**src/rtl/shared_down_counter_arb_if.sv**
```systemverilog
// rtl/shared_down_counter_arb_if.sv - requester/counter bundle for the shared down counter arbiter
interface shared_down_counter_arb_if #(
    parameter int WIDTH = 4
);
    logic [1:0]       req;
    logic [WIDTH-1:0] load0;
    logic [WIDTH-1:0] load1;
    logic             pause;
    logic [1:0]       gnt;
    logic             busy;
    logic [WIDTH-1:0] cnt;
    logic [1:0]       done;

    modport master (
        output req, load0, load1, pause,
        input  gnt, busy, cnt, done
    );

    modport slave (
        input  req, load0, load1, pause,
        output gnt, busy, cnt, done
    );
endinterface

```
**src/rtl/shared_down_counter_arb.sv**
```systemverilog
// rtl/shared_down_counter_arb.sv - round-robin shared WIDTH-bit down counter with per-requester done pulse
module shared_down_counter_arb #(
    parameter int WIDTH = 4
) (
    input logic                     clk,
    input logic                     rst,
    shared_down_counter_arb_if.slave bus
);
    typedef enum logic [1:0] {
        IDLE = 2'd0,
        RUN  = 2'd1,
        DONE = 2'd2
    } state_t;

    localparam logic [WIDTH-1:0] ONE  = {{(WIDTH-1){1'b0}}, 1'b1};
    localparam logic [WIDTH-1:0] ZERO = '0;

    state_t           state_q, state_d;
    logic [WIDTH-1:0] cnt_q, cnt_d;
    logic [1:0]       gnt_q, gnt_d;
    logic             busy_q, busy_d;
    logic [1:0]       done_q, done_d;
    // ptr holds the index of the last requester granted; win is the current owner
    logic             ptr_q, ptr_d;
    logic             win_q, win_d;
    logic             pick;

    always_ff @(posedge clk) begin
        if (rst) begin
            state_q <= IDLE;
            cnt_q   <= ZERO;
            gnt_q   <= 2'b00;
            busy_q  <= 1'b0;
            done_q  <= 2'b00;
            ptr_q   <= 1'b1;
            win_q   <= 1'b0;
        end else begin
            state_q <= state_d;
            cnt_q   <= cnt_d;
            gnt_q   <= gnt_d;
            busy_q  <= busy_d;
            done_q  <= done_d;
            ptr_q   <= ptr_d;
            win_q   <= win_d;
        end
    end

    always_comb begin
        state_d = state_q;
        cnt_d   = cnt_q;
        gnt_d   = gnt_q;
        busy_d  = busy_q;
        done_d  = 2'b00;
        ptr_d   = ptr_q;
        win_d   = win_q;
        pick    = (bus.req == 2'b11) ? ~ptr_q : bus.req[1];

        case (state_q)
            IDLE: begin
                if (bus.req != 2'b00) begin
                    cnt_d   = pick ? bus.load1 : bus.load0;
                    gnt_d   = pick ? 2'b10 : 2'b01;
                    busy_d  = 1'b1;
                    ptr_d   = pick;
                    win_d   = pick;
                    state_d = RUN;
                end else begin
                    cnt_d = ZERO;
                end
            end
            RUN: begin
                // abort beats terminal count, terminal count beats pause
                if (!bus.req[win_q]) begin
                    gnt_d   = 2'b00;
                    busy_d  = 1'b0;
                    cnt_d   = ZERO;
                    state_d = IDLE;
                end else if (cnt_q == ZERO) begin
                    done_d  = win_q ? 2'b10 : 2'b01;
                    state_d = DONE;
                end else if (!bus.pause) begin
                    cnt_d = cnt_q - ONE;
                end
            end
            DONE: begin
                gnt_d   = 2'b00;
                busy_d  = 1'b0;
                cnt_d   = ZERO;
                state_d = IDLE;
            end
            default: begin
                gnt_d   = 2'b00;
                busy_d  = 1'b0;
                cnt_d   = ZERO;
                state_d = IDLE;
            end
        endcase
    end

    assign bus.gnt  = gnt_q;
    assign bus.busy = busy_q;
    assign bus.cnt  = cnt_q;
    assign bus.done = done_q;
endmodule

```
**src/flat_wrapper.sv**
```systemverilog
// flat-port wrapper written by rule: the top's interface ports become plain ports
module shared_down_counter_arb_flat 
#(
    parameter int WIDTH = 4
)
  (clk, rst, bus_req, bus_load0, bus_load1, bus_pause, bus_gnt, bus_busy, bus_cnt, bus_done);
  shared_down_counter_arb_if #(.WIDTH(WIDTH)) bus_i ();
  input logic clk;
  input logic rst;
  input wire logic [$bits(bus_i.req)-1:0] bus_req;
  input wire logic [$bits(bus_i.load0)-1:0] bus_load0;
  input wire logic [$bits(bus_i.load1)-1:0] bus_load1;
  input wire logic [$bits(bus_i.pause)-1:0] bus_pause;
  output wire logic [$bits(bus_i.gnt)-1:0] bus_gnt;
  output wire logic [$bits(bus_i.busy)-1:0] bus_busy;
  output wire logic [$bits(bus_i.cnt)-1:0] bus_cnt;
  output wire logic [$bits(bus_i.done)-1:0] bus_done;
  assign bus_i.req = bus_req;
  assign bus_i.load0 = bus_load0;
  assign bus_i.load1 = bus_load1;
  assign bus_i.pause = bus_pause;
  assign bus_gnt = bus_i.gnt;
  assign bus_busy = bus_i.busy;
  assign bus_cnt = bus_i.cnt;
  assign bus_done = bus_i.done;
  shared_down_counter_arb #(.WIDTH(WIDTH)) u_core (.clk(clk), .rst(rst), .bus(bus_i));
endmodule
```
**config.mk**
```make
export PLATFORM = sky130hd
export DESIGN_NAME = shared_down_counter_arb_flat
export DESIGN_NICKNAME = d
export VERILOG_FILES = /design/src/rtl/shared_down_counter_arb_if.sv /design/src/rtl/shared_down_counter_arb.sv /design/src/flat_wrapper.sv
export SDC_FILE = /design/constraint.sdc
export NUM_CORES = 1
export LEC_CHECK = 0
export BUFFER_PORTS_ARGS = -buffer_cell sky130_fd_sc_hd__buf_2
export CELL_PAD_IN_SITES_DETAIL_PLACEMENT = 1
export CELL_PAD_IN_SITES_GLOBAL_PLACEMENT = 2
export CORE_UTILIZATION = 30
export DETAILED_ROUTE_END_ITERATION = 6
export GPL_ROUTABILITY_DRIVEN = 0
export MAX_ROUTING_LAYER = met4
export PLACE_DENSITY_LB_ADDON = 0.08
export REMOVE_ABC_BUFFERS = 1
export SETUP_SLACK_MARGIN = 0.3
export SYNTH_ARGS = -nofsm -noshare
export SYNTH_HDL_FRONTEND = slang
export SYNTH_SLANG_ARGS = --single-unit
```
**constraint.sdc**
```tcl
create_clock -name clk -period 2.58 [get_ports clk]
set_input_delay 0.258 -clock clk [delete_from_list [all_inputs] [get_ports clk]]
set_output_delay 0.258 -clock clk [all_outputs]
set_load 0.01 [all_outputs]
```
# Word level (Yosys, flattened, before mapping)
# Index checks and enable logic that the tools add are counted.
# classes
bitwise	4
n_lt_le_gt_ge	1
addsub	1
eq_ne	7
reduce_logical	8
n_mux	21
# ops
cell	n
$mux W4	5
$mux W2	7
$ne A3 B3 Y1 const B	3
$pmux W2 S2	2
$pmux W4 S2	1
$reduce_and A2 Y1	4
$mux W1	5
$logic_not A4 Y1	1
$not A1 Y1	4
$reduce_or A4 Y1	1
$sub A4 B1 Y4 const B	1
$eq A2 B1 Y1 const B	1
$eq A2 B2 Y1 const B	1
$logic_not A2 Y1	1
$lt A1 B2 Y1 const B	1
$ne A2 B1 Y1 const B	1
$ne A2 B2 Y1 const B	1
$pmux W1 S2	1
$reduce_bool A2 Y1	1
# totals
reg_bits	13
wordCells	49
out_inout_bits	9

# Depth between registers and ports, before layout
# Gate-level depths: netlist of run 1.
# logic_depth
word_depth	5
mapped_depth	6
mapped_depth_nobuf	6

# Worst setup path before layout of run 1
# OpenSTA, ideal clock, no wires.
# synth_path
path_kind	reg-to-reg
startpoint	register u_core.cnt_q[0] (netlist: u_core.bus.cnt[0])
endpoint	register u_core.cnt_q[1] (netlist: u_core.bus.cnt[1])
period_less_slack_ps	1731
stages_incl_launch_ff	7
setup_ps	121
required_ps	2459
slack_ps	849
arrival_ps	1609
cell_sequence	dfxtp_1 inv_1 ha_1 or3b_4 a2111oi_4 or3_1 o21ai_0
# synth_via
elab_chain_len	5
word_cells_on_any_way	8
cone_classes	add/sub (1); eq/ne (1); mux (4); reduce/logical (2)
# synth_rtl
item	line	rtl
start, declared	shared_down_counter_arb.sv:19	logic [WIDTH-1:0] cnt_q, cnt_d;
start signal, assigned	shared_down_counter_arb.sv:39	cnt_q <= cnt_d;
$sub A4 B1 Y4	shared_down_counter_arb.sv:82	cnt_d = cnt_q - ONE;
$mux W4	shared_down_counter_arb.sv:81	end else if (!bus.pause) begin
$mux W4	shared_down_counter_arb.sv:78	end else if (cnt_q == ZERO) begin
$mux W4	shared_down_counter_arb.sv:73	if (!bus.req[win_q]) begin
$pmux W4 S2	shared_down_counter_arb.sv:58	case (state_q)
# Several ways; a longest one is shown, not always the timed one. The select of a mux whose other input is x is not followed.
# A chain may end at the register's enable or synchronous reset.

# Worst setup path in the final report of run 1
# Same ends and word-level chain as after synthesis.

==> flow_summary_export.csv, run 1 <==
group,metric,value,unit
die,io_pins,22,
yosys,syn_inst,72,
clocking,postCtsSetupBuffers,0,
routing,dr_wl_met2,727,um
setup_path,cp_max_fo,4,
clocking,cts_resized,0,
worst_hold_path,min_path_cells,2,
placed_design,place_inst,119,
setup_path,cp.depth,6,
global_routing,grt_max_degree,14,
setup_path,worstSetupPathType,"reg -> reg",
worst_hold_path,min_from,"rst",
clocking,cts_buffers,3,
worst_hold_path,hold_class,"in -> reg",
yosys,synth.avg_cell_area,9.42,um2
setup_path,max_stage_delay,430,ps
routing,drtIter0Drc,4,
routing,routed_wirelength,1.73,mm
routing,routed.top_layer,"met4",
clocking,cts.sinks,13,
timing,fin_crit,1860,ps
yosys,synth-seq-cells,13,
clocking,htreeDepth,1,
finish,final_common_cell,"buf_2",
routing,viasPerCell,5.14,
setup_path,arrival,2020,ps
setup_path,crit_chain,"inv_1 > ha_1 > or3b_4 > a2111oi_4 > or3_1 > o21ai_0",
die,die_y,49.5,um
placed_design,io_buffers,21,
finish,area_growth,23.8,%
clocking,clkLatencyLatePin,280,ps
die,rows,16,
timing,clock_skew,8.48,ps
clocking,cts.clk_slew.worst_paths,90,ps
power_and_ir_drop,p_leak,0.348,nW
placed_design,dp_hpwl,1.28,mm
timing,period_share,0.722,
setup_path,cp-start-kind,"flop",
die,die_w,49.5,um
timing,hold_violations,0,
setup_path,critical_path.top_delay_family,"simple AND/OR/NAND/NOR gates",
timing,finalMaxSlewViolations,0,
finish,n_fill_cell,267,
clocking,cts_tree,"built",
setup_path,r2r_start,"u_core.bus.cnt[0]",
clocking,clk_root_buffer_cell,"clkbuf_4",
timing,rsz0062_at_grt,"false",
routing,detail_route.wl_per_cell,14.0,um
setup_path,crit_path_top_delay_cell,"a2111oi_4",
timing,fmax,537,MHz
yosys,yosysUniqueCellTypes,31,
global_routing,grt_pass1_wl,2.98,mm
status,status,"finished, final reports clean",
timing,tns,0,ps
setup_path,worstPathRequired,2740,ps
clocking,cts_max_path_buffers,2,
setup_path,crit_buf_inv,1,
setup_path,startpoint,"u_core.bus.cnt[0]",
finish,drive_gt1_frac,0.333,
routing,dr.pass1.iters,4,
global_routing,grt_usage,0.165,
global_routing,grt_pass1_vias,634,
die,fp.coreArea,0.00204,mm2
yosys,yosysWarnings,0,
power_and_ir_drop,vdd_drop_max,0.000235,V
routing,vias,632,
routing,wl_met1,879,um
power_and_ir_drop,power.density,588,mW/mm2
yosys,ys_seq_area_frac,0.384,
timing,setup_viol,0,
power_and_ir_drop,p_total,0.000494,W
finish,instances_no_fill,123,
yosys,netlist_area,678,um2
routing,drc,0,
clocking,ctsHoldBuffers,0,
timing,slew_headroom,0.660,
timing,tightest_slew,496,ps
finish,final_cell_mix,"buf_2, dfxtp_1, nand3b_1, a21oi_1, o21ai_0",
setup_path,end_kind,"flop",
finish,final_nets,112,
routing,met3WireLength,90,um
die,dieArea,0.00245,mm2
die,initial_utilization,0.332,
routing,ant_nets,0,
global_routing,antenna_found_initial,0,
global_routing,overflow,0,
run,drv_cap,0,
finish,antenna_cells,0,
finish,utilization,0.411,
setup_path,worst_r2r_path_depth,6,
## cells in the mapped netlist (all sizes together)
master	count	area, um2
dfxtp	13	260
a221o	1	10.0
a2111oi	1	27.5
nor3b	1	7.51
a2bb2oi	1	8.76
clkbuf	1	3.75
nand3b	6	45.0
nor2b	1	6.26
nand2	4	15.0
o21ba	1	10.0
a22oi	1	7.51
a21boi	1	11.3
ha	2	25.0
mux2i	4	40.0
nor4	1	6.26
xor2	2	17.5
and2	1	6.26
inv	4	15.0
o21ai	6	30.0
a21oi	6	30.0
nor2	2	7.51
o22a	1	10.0
or3b	1	11.3
or2	1	6.26
nor3	3	15.0
nand3	1	5.00
o2bb2ai	1	8.76
or3	4	31.3
## area by class of cell
class	instances	area, um2	share of cell area
timing repair buffer	21	105	0.125
inverter	4	15.0	0.0179
tap	27	33.8	0.0402
clock buffer	4	26.3	0.0313
sequential	13	260	0.310
multi-input combinational	54	399	0.475
## power breakdown
group          switching [W]  internal [W]
clock network      0.0000680     0.0000600
registers          0.0000179      0.000218
logic              0.0000690     0.0000610
## cells by family after synthesis
kind of cell    Yosys count  share of synthesized area
buf+inv                   5                     0.0277
flops                    13                      0.384
compound gates           20                      0.227
mux                       4                     0.0590
xor+xnor                  2                     0.0258
fa+ha+maj                 2                     0.0369
simple gates             26                      0.240
## flip-flops by register name, indices dropped and copies added (netlist names)
register	count
u_core.bus.busy	1
u_core.bus.cnt	4
u_core.bus.done	2
u_core.bus.gnt	2
u_core.ptr_q	1
u_core.state_q	2
u_core.win_q	1
## final timing paths
path / slack [ps] / endpoint
setup / recovery: 720 / u_core.bus.cnt[1]
hold / removal: 300 / u_core.win_q
setup reg to reg: 720 / u_core.bus.cnt[1]
hold reg to reg: 490 / u_core.bus.busy
## worst register-to-register path, stage by stage, from the launching register on
cell,delay (ps)
dfxtp_1,340
inv_1,110
ha_1,170
or3b_4,410
a2111oi_4,430
or3_1,200
o21ai_0,90
## per-layer routing
| metal | up-vias | global-route usage |
|---|---|---|
| met5 | - | - |
| met4 | 0 | 0.0857 |
| met3 | 4 | 0.0309 |
| met2 | 21 | 0.239 |
| met1 | 293 | 0.215 |
| li1 | 314 | - |
## stage by stage
| step | setup slack [ps] | hold WS, ps | instance area, um2 |
|---|---|---|---|
| after floorplan | 849 | 327 | 674 |
| after global placement | 815 | 467 | 813 |
| after detailed placement | 749 | 474 | 813 |
| after CTS | 705 | 290 | 840 |
| after global routing | 560 | 309 | 840 |
| final | 718 | 301 | 840 |
Power figures use the tool's default switching activity.
==> run 2: changes to the inputs <==
Settings changed: CORE_UTILIZATION 30 to 25.
Clock period 2.58 ns to 1.5 ns, I/O delays scaled along.
==> flow_summary_export.csv, run 2 (same netlist as run 1, synthesis figures left out) <==
group,metric,value,unit
die,fp.coreArea,0.00252,mm2
finish,n_fill_cell,314,
placed_design,dp_hpwl,1.56,mm
placed_design,place_inst,137,
clocking,clkLatencyLatePin,280,ps
setup_path,cp_max_fo,3,
clocking,cts.clk_slew.worst_paths,80,ps
setup_path,arrival,1850,ps
power_and_ir_drop,power_frac_comb,0.364,
timing,hold_violations,0,
setup_path,max_stage_delay,390,ps
routing,viasPerCell,4.71,
timing,setup_ws,-146,ps
power_and_ir_drop,p_sw,0.000308,W
timing,whs,225,ps
worst_hold_path,min_path_cells,2,
setup_path,crit_chain,"inv_2 > ha_4 > or3b_4 > a2111oi_4 > buf_4 > nand3b_1 > o21ai_1",
setup_path,worstPathRequired,1710,ps
routing,vias,687,
timing,slew_headroom,0.753,
setup_path,r2r_end,"u_core.bus.cnt[1]",
global_routing,antenna_found_initial,0,
clocking,cts_tree,"built",
clocking,cts_buffers,3,
setup_path,worstSetupPathType,"reg -> reg",
timing,clock_skew,2.90,ps
status,status,"finished with violations",
die,initial_utilization,0.269,
finish,multi_input_area,447,um2
timing,period_share,1.10,
routing,drtIter0Drc,1,
power_and_ir_drop,clkPwrFrac,0.229,
placed_design,place_ws,-263,ps
timing,finalMaxSlewViolations,0,
status,violations,"setup timing",
power_and_ir_drop,power.density,930,mW/mm2
setup_path,r2r_start,"u_core.bus.cnt[1]",
worst_hold_path,hold_end,"u_core.win_q",
finish,final_common_cell,"buf_2",
global_routing,grt_pass1_wl,3.29,mm
die,die_w,54.1,um
timing,setup_viol,4,
run,drv_cap,0,
clocking,ctsHoldBuffers,0,
setup_path,ff2ff_setup_slack,-150,ps
finish,final_cell_mix,"buf_2, buf_4, dfxtp_1",
clocking,cts.sinks,13,
power_and_ir_drop,seqPwrFrac,0.406,
worst_hold_path,min_from,"rst",
setup_path,end_kind,"flop",
finish,final_nets,132,
finish,area_growth,54.6,%
routing,detail_route.wl_per_cell,14.3,um
setup_path,crit_path_top_delay_cell,"or3b_4",
routing,ant_nets,0,
routing,routed_wirelength,2.08,mm
finish,drive_gt1_frac,0.552,
timing,fin_crit,1650,ps
power_and_ir_drop,power.internal,0.000667,W
global_routing,grt_max_degree,14,
die,dieArea,0.00292,mm2
clocking,htreeDepth,1,
global_routing,grt_pass1_vias,664,
clocking,cts_max_path_buffers,2,
placed_design,io_buffers,21,
clocking,clk_root_buffer_cell,"clkbuf_4",
die,rows,18,
setup_path,cp-start-kind,"flop",
global_routing,grt_usage,0.171,
finish,instances_no_fill,146,
finish,largest_register_ff_count,4,
routing,drc,0,
finish,regArea,264,um2
power_and_ir_drop,swShare,0.316,
timing,rsz0062_at_grt,"true",
global_routing,overflow,0,
power_and_ir_drop,p_leak,0.454,nW
worst_hold_path,hold_class,"in -> reg",
timing,tightest_slew,367,ps
timing,fmax,608,MHz
timing,tns,-507,ps
routing,dr.pass1.iters,4,
power_and_ir_drop,vdd_drop_max,0.000618,V
setup_path,worst_r2r_path_depth,7,
die,die_y,54.1,um
finish,antenna_cells,0,
die,io_pins,22,
power_and_ir_drop,p_total,0.000975,W
==> run 2: changes by cell type in the layout (fill, tap and decap cells not counted), sizes merged <==
cell  before  now
buf       21   41
==> run 2: worst max-delay path, delay by kind of cell (launching register included) <==
family          cells  cell delay [ps]
simple gates        2              460
buf+inv             2              260
compound gates      2              400
fa+ha+maj           1              130
flops               1              330
==> run 2: per-layer routing <==
metal | GRT usage | wire length, um | vias up
met5 | - | 0 | -
met2 | 0.274 | 980 | 19
li1 | - | - | 351
met1 | 0.211 | 1010 | 315
met3 | 0.0593 | 85 | 2
met4 | 0.0256 | 10 | 0
==> run 2: through the flow <==
stage,utilization,area [um2]
5_1_grt,0.416,1050
6_report,0.416,1050
3_3_place_gp,0.369,930
2_1_floorplan,-,674
3_5_place_dp,0.369,930
4_1_cts,0.413,1040
==> run 2: cell type report <==
| class | instances | area share |
|---|---|---|
| Multi-Input combinational cell | 54 | 0.426 |
| Sequential cell | 13 | 0.252 |
| Clock buffer | 4 | 0.0251 |
| Timing Repair Buffer | 41 | 0.247 |
| Inverter | 4 | 0.0143 |
| Tap cell | 30 | 0.0358 |
==> run 2: power groups by stage <==
stage	logic [W]	registers, W	clock network, W
after global placement	0.000301	0.000400	0
final	0.000355	0.000396	0.000224
after floorplan	0.000142	0.000416	0
after detailed placement	0.000305	0.000400	0
after global routing	0.000386	0.000400	0.000258
after CTS	0.000352	0.000396	0.000234
==> run 2: how the worst max path moves through the flow <==
stage / cells after the start / end / slack [ps] / from
finish: 7 / u_core.bus.cnt[1] / -150 / u_core.bus.cnt[1]
detailed placement: 6 / u_core.bus.cnt[2] / -260 / u_core.bus.cnt[1]
CTS: 7 / u_core.bus.cnt[1] / -140 / u_core.bus.cnt[0]
floorplan: 6 / u_core.bus.cnt[1] / -230 / u_core.bus.cnt[0]
global route: 7 / u_core.bus.cnt[2] / -260 / u_core.bus.cnt[0]
global placement: 6 / u_core.bus.cnt[1] / -190 / u_core.bus.cnt[0]
==> run 2: repair_timing <==
| item | CTS | global route |
|---|---|---|
| hold endpoints to repair | 0 | 0 |
| endpoints found under the setup margin | 11 | 12 |
| setup buffers | 5 | 0 |
| pin swaps | 5 | 1 |
| cloned | 0 | 0 |
| gates resized for setup | 15 | 3 |
==> run 3: changes to the inputs <==
Settings changed: CORE_MARGIN from default to 2.
==> flow_summary_export.csv, run 3 (same netlist as run 1, synthesis figures left out) <==
group,metric,value,unit
routing,detail_route.wl_per_cell,14.7,um
finish,final_nets,133,
worst_hold_path,hold_class,"in -> reg",
power_and_ir_drop,seqPwrFrac,0.402,
setup_path,worstSetupPathType,"reg -> reg",
routing,vias,704,
global_routing,grt_usage,0.155,
clocking,cts_buffers,3,
power_and_ir_drop,power.density,918,mW/mm2
run,drv_cap,0,
clocking,cts.clk_slew.worst_paths,80,ps
placed_design,io_buffers,21,
setup_path,arrival,1850,ps
global_routing,antenna_found_initial,0,
setup_path,cp_max_fo,3,
finish,area_growth,58.7,%
power_and_ir_drop,p_leak,0.464,nW
timing,tightest_slew,362,ps
power_and_ir_drop,power.internal,0.000677,W
routing,viasPerCell,4.79,
timing,setup_viol,5,
die,die_w,56.1,um
setup_path,crit_chain,"inv_2 > ha_4 > or3b_4 > a2111oi_4 > buf_4 > nand3b_1 > o21ai_2",
clocking,ctsHoldBuffers,0,
power_and_ir_drop,clkPwrFrac,0.223,
finish,utilization,0.427,
clocking,clk_root_buffer_cell,"clkbuf_4",
routing,ant_nets,0,
routing,routed_wirelength,2.16,mm
global_routing,grtUsageMet2,0.252,
global_routing,grt_max_degree,14,
clocking,cts_tree,"built",
die,die_y,56.1,um
power_and_ir_drop,p_sw,0.000311,W
finish,final_common_cell,"buf_2",
timing,tns,-569,ps
global_routing,busiest_layer,"met2",
timing,fmax,605,MHz
timing,slew_headroom,0.757,
clocking,cts_max_path_buffers,2,
finish,final_cell_mix,"buf_2, buf_4, dfxtp_1",
finish,antenna_cells,0,
global_routing,grt_use_met3,0.0512,
placed_design,place_inst,137,
die,io_pins,22,
clocking,htreeDepth,1,
power_and_ir_drop,swShare,0.314,
finish,largest_register_ff_count,4,
setup_path,end_kind,"flop",
setup_path,crit_path_top_delay_cell,"or3b_4",
timing,hold_violations,0,
finish,instances_no_fill,147,
timing,period_share,1.10,
setup_path,max_stage_delay,390,ps
placed_design,dp_hpwl,1.54,mm
routing,drtIter0Drc,4,
die,fp.coreArea,0.00252,mm2
timing,rsz0062_at_grt,"true",
clocking,clkLatencyLatePin,280,ps
global_routing,grt_pass1_vias,745,
timing,setup_ws,-153,ps
timing,clock_skew,2.62,ps
routing,dr.pass1.iters,3,
timing,whs,221,ps
die,initial_utilization,0.269,
status,status,"finished with violations",
global_routing,grt_pass1_wl,3.57,mm
setup_path,worstPathRequired,1700,ps
setup_path,cp-start-kind,"flop",
placed_design,place_ws,-239,ps
clocking,cts.sinks,13,
global_routing,overflow,0,
timing,fin_crit,1650,ps
power_and_ir_drop,power_frac_comb,0.376,
power_and_ir_drop,vdd_drop_max,0.000559,V
routing,drc,0,
status,violations,"setup timing",
die,dieArea,0.00314,mm2
timing,finalMaxSlewViolations,0,
die,rows,18,
global_routing,global_route.usage.met1,0.184,
finish,drive_gt1_frac,0.581,
-- run 3: timing repair --
item	4_1_cts	5_1_grt
resized for setup	17	7
setup buffers	4	2
setup endpoints to repair	11	10
pin swaps	5	1
-- run 3: metrics by stage --
stage	area, um2	total power, W
floorplan	674	0.000558
global placement	930	0.000701
detailed placement	930	0.000702
CTS	1050	0.000986
global route	1080	0.00106
finish	1080	0.000988
-- run 3: final timing paths --
path,start,to,slack (ps),depth (start not counted)
worst max register to register,u_core.bus.cnt[0],u_core.bus.cnt[1],-150,7
worst min register to register,u_core.bus.gnt[0],u_core.bus.gnt[0],480,2
worst max-delay path,u_core.bus.cnt[0],u_core.bus.cnt[1],-150,7
worst min-delay path,rst,u_core.win_q,220,2
-- run 3: power by group through the flow --
stage          Sequential [W]  Clock [W]  Combinational, W
3_5_place_dp         0.000399          0          0.000303
3_3_place_gp         0.000400          0          0.000301
2_1_floorplan        0.000416          0          0.000142
4_1_cts              0.000395   0.000236          0.000354
6_report             0.000397   0.000220          0.000371
5_1_grt              0.000401   0.000250          0.000410
-- run 3: final cells by class --
cell class / count / area (um2)
multi-input cells: 54 / 465
flip-flops and latches: 13 / 265
inverters: 4 / 15.0
clock buffers: 4 / 26.3
well taps: 30 / 37.5
repair buffers: 42 / 267
fillers: 299 / 1450
-- run 3: critical path: cells and delay by family, from the launching register on --
family / cells / cell delay (ps)
simple gates: 2 / 470
compound gates: 2 / 400
flops: 1 / 330
buf+inv: 2 / 250
fa+ha+maj: 1 / 130
-- run 3: layer usage --
metal | up-vias | wire, um
li1 | 358 | -
met1 | 324 | 940
met2 | 18 | 1100
met3 | 4 | 91
met4 | 0 | 27
met5 | - | 0
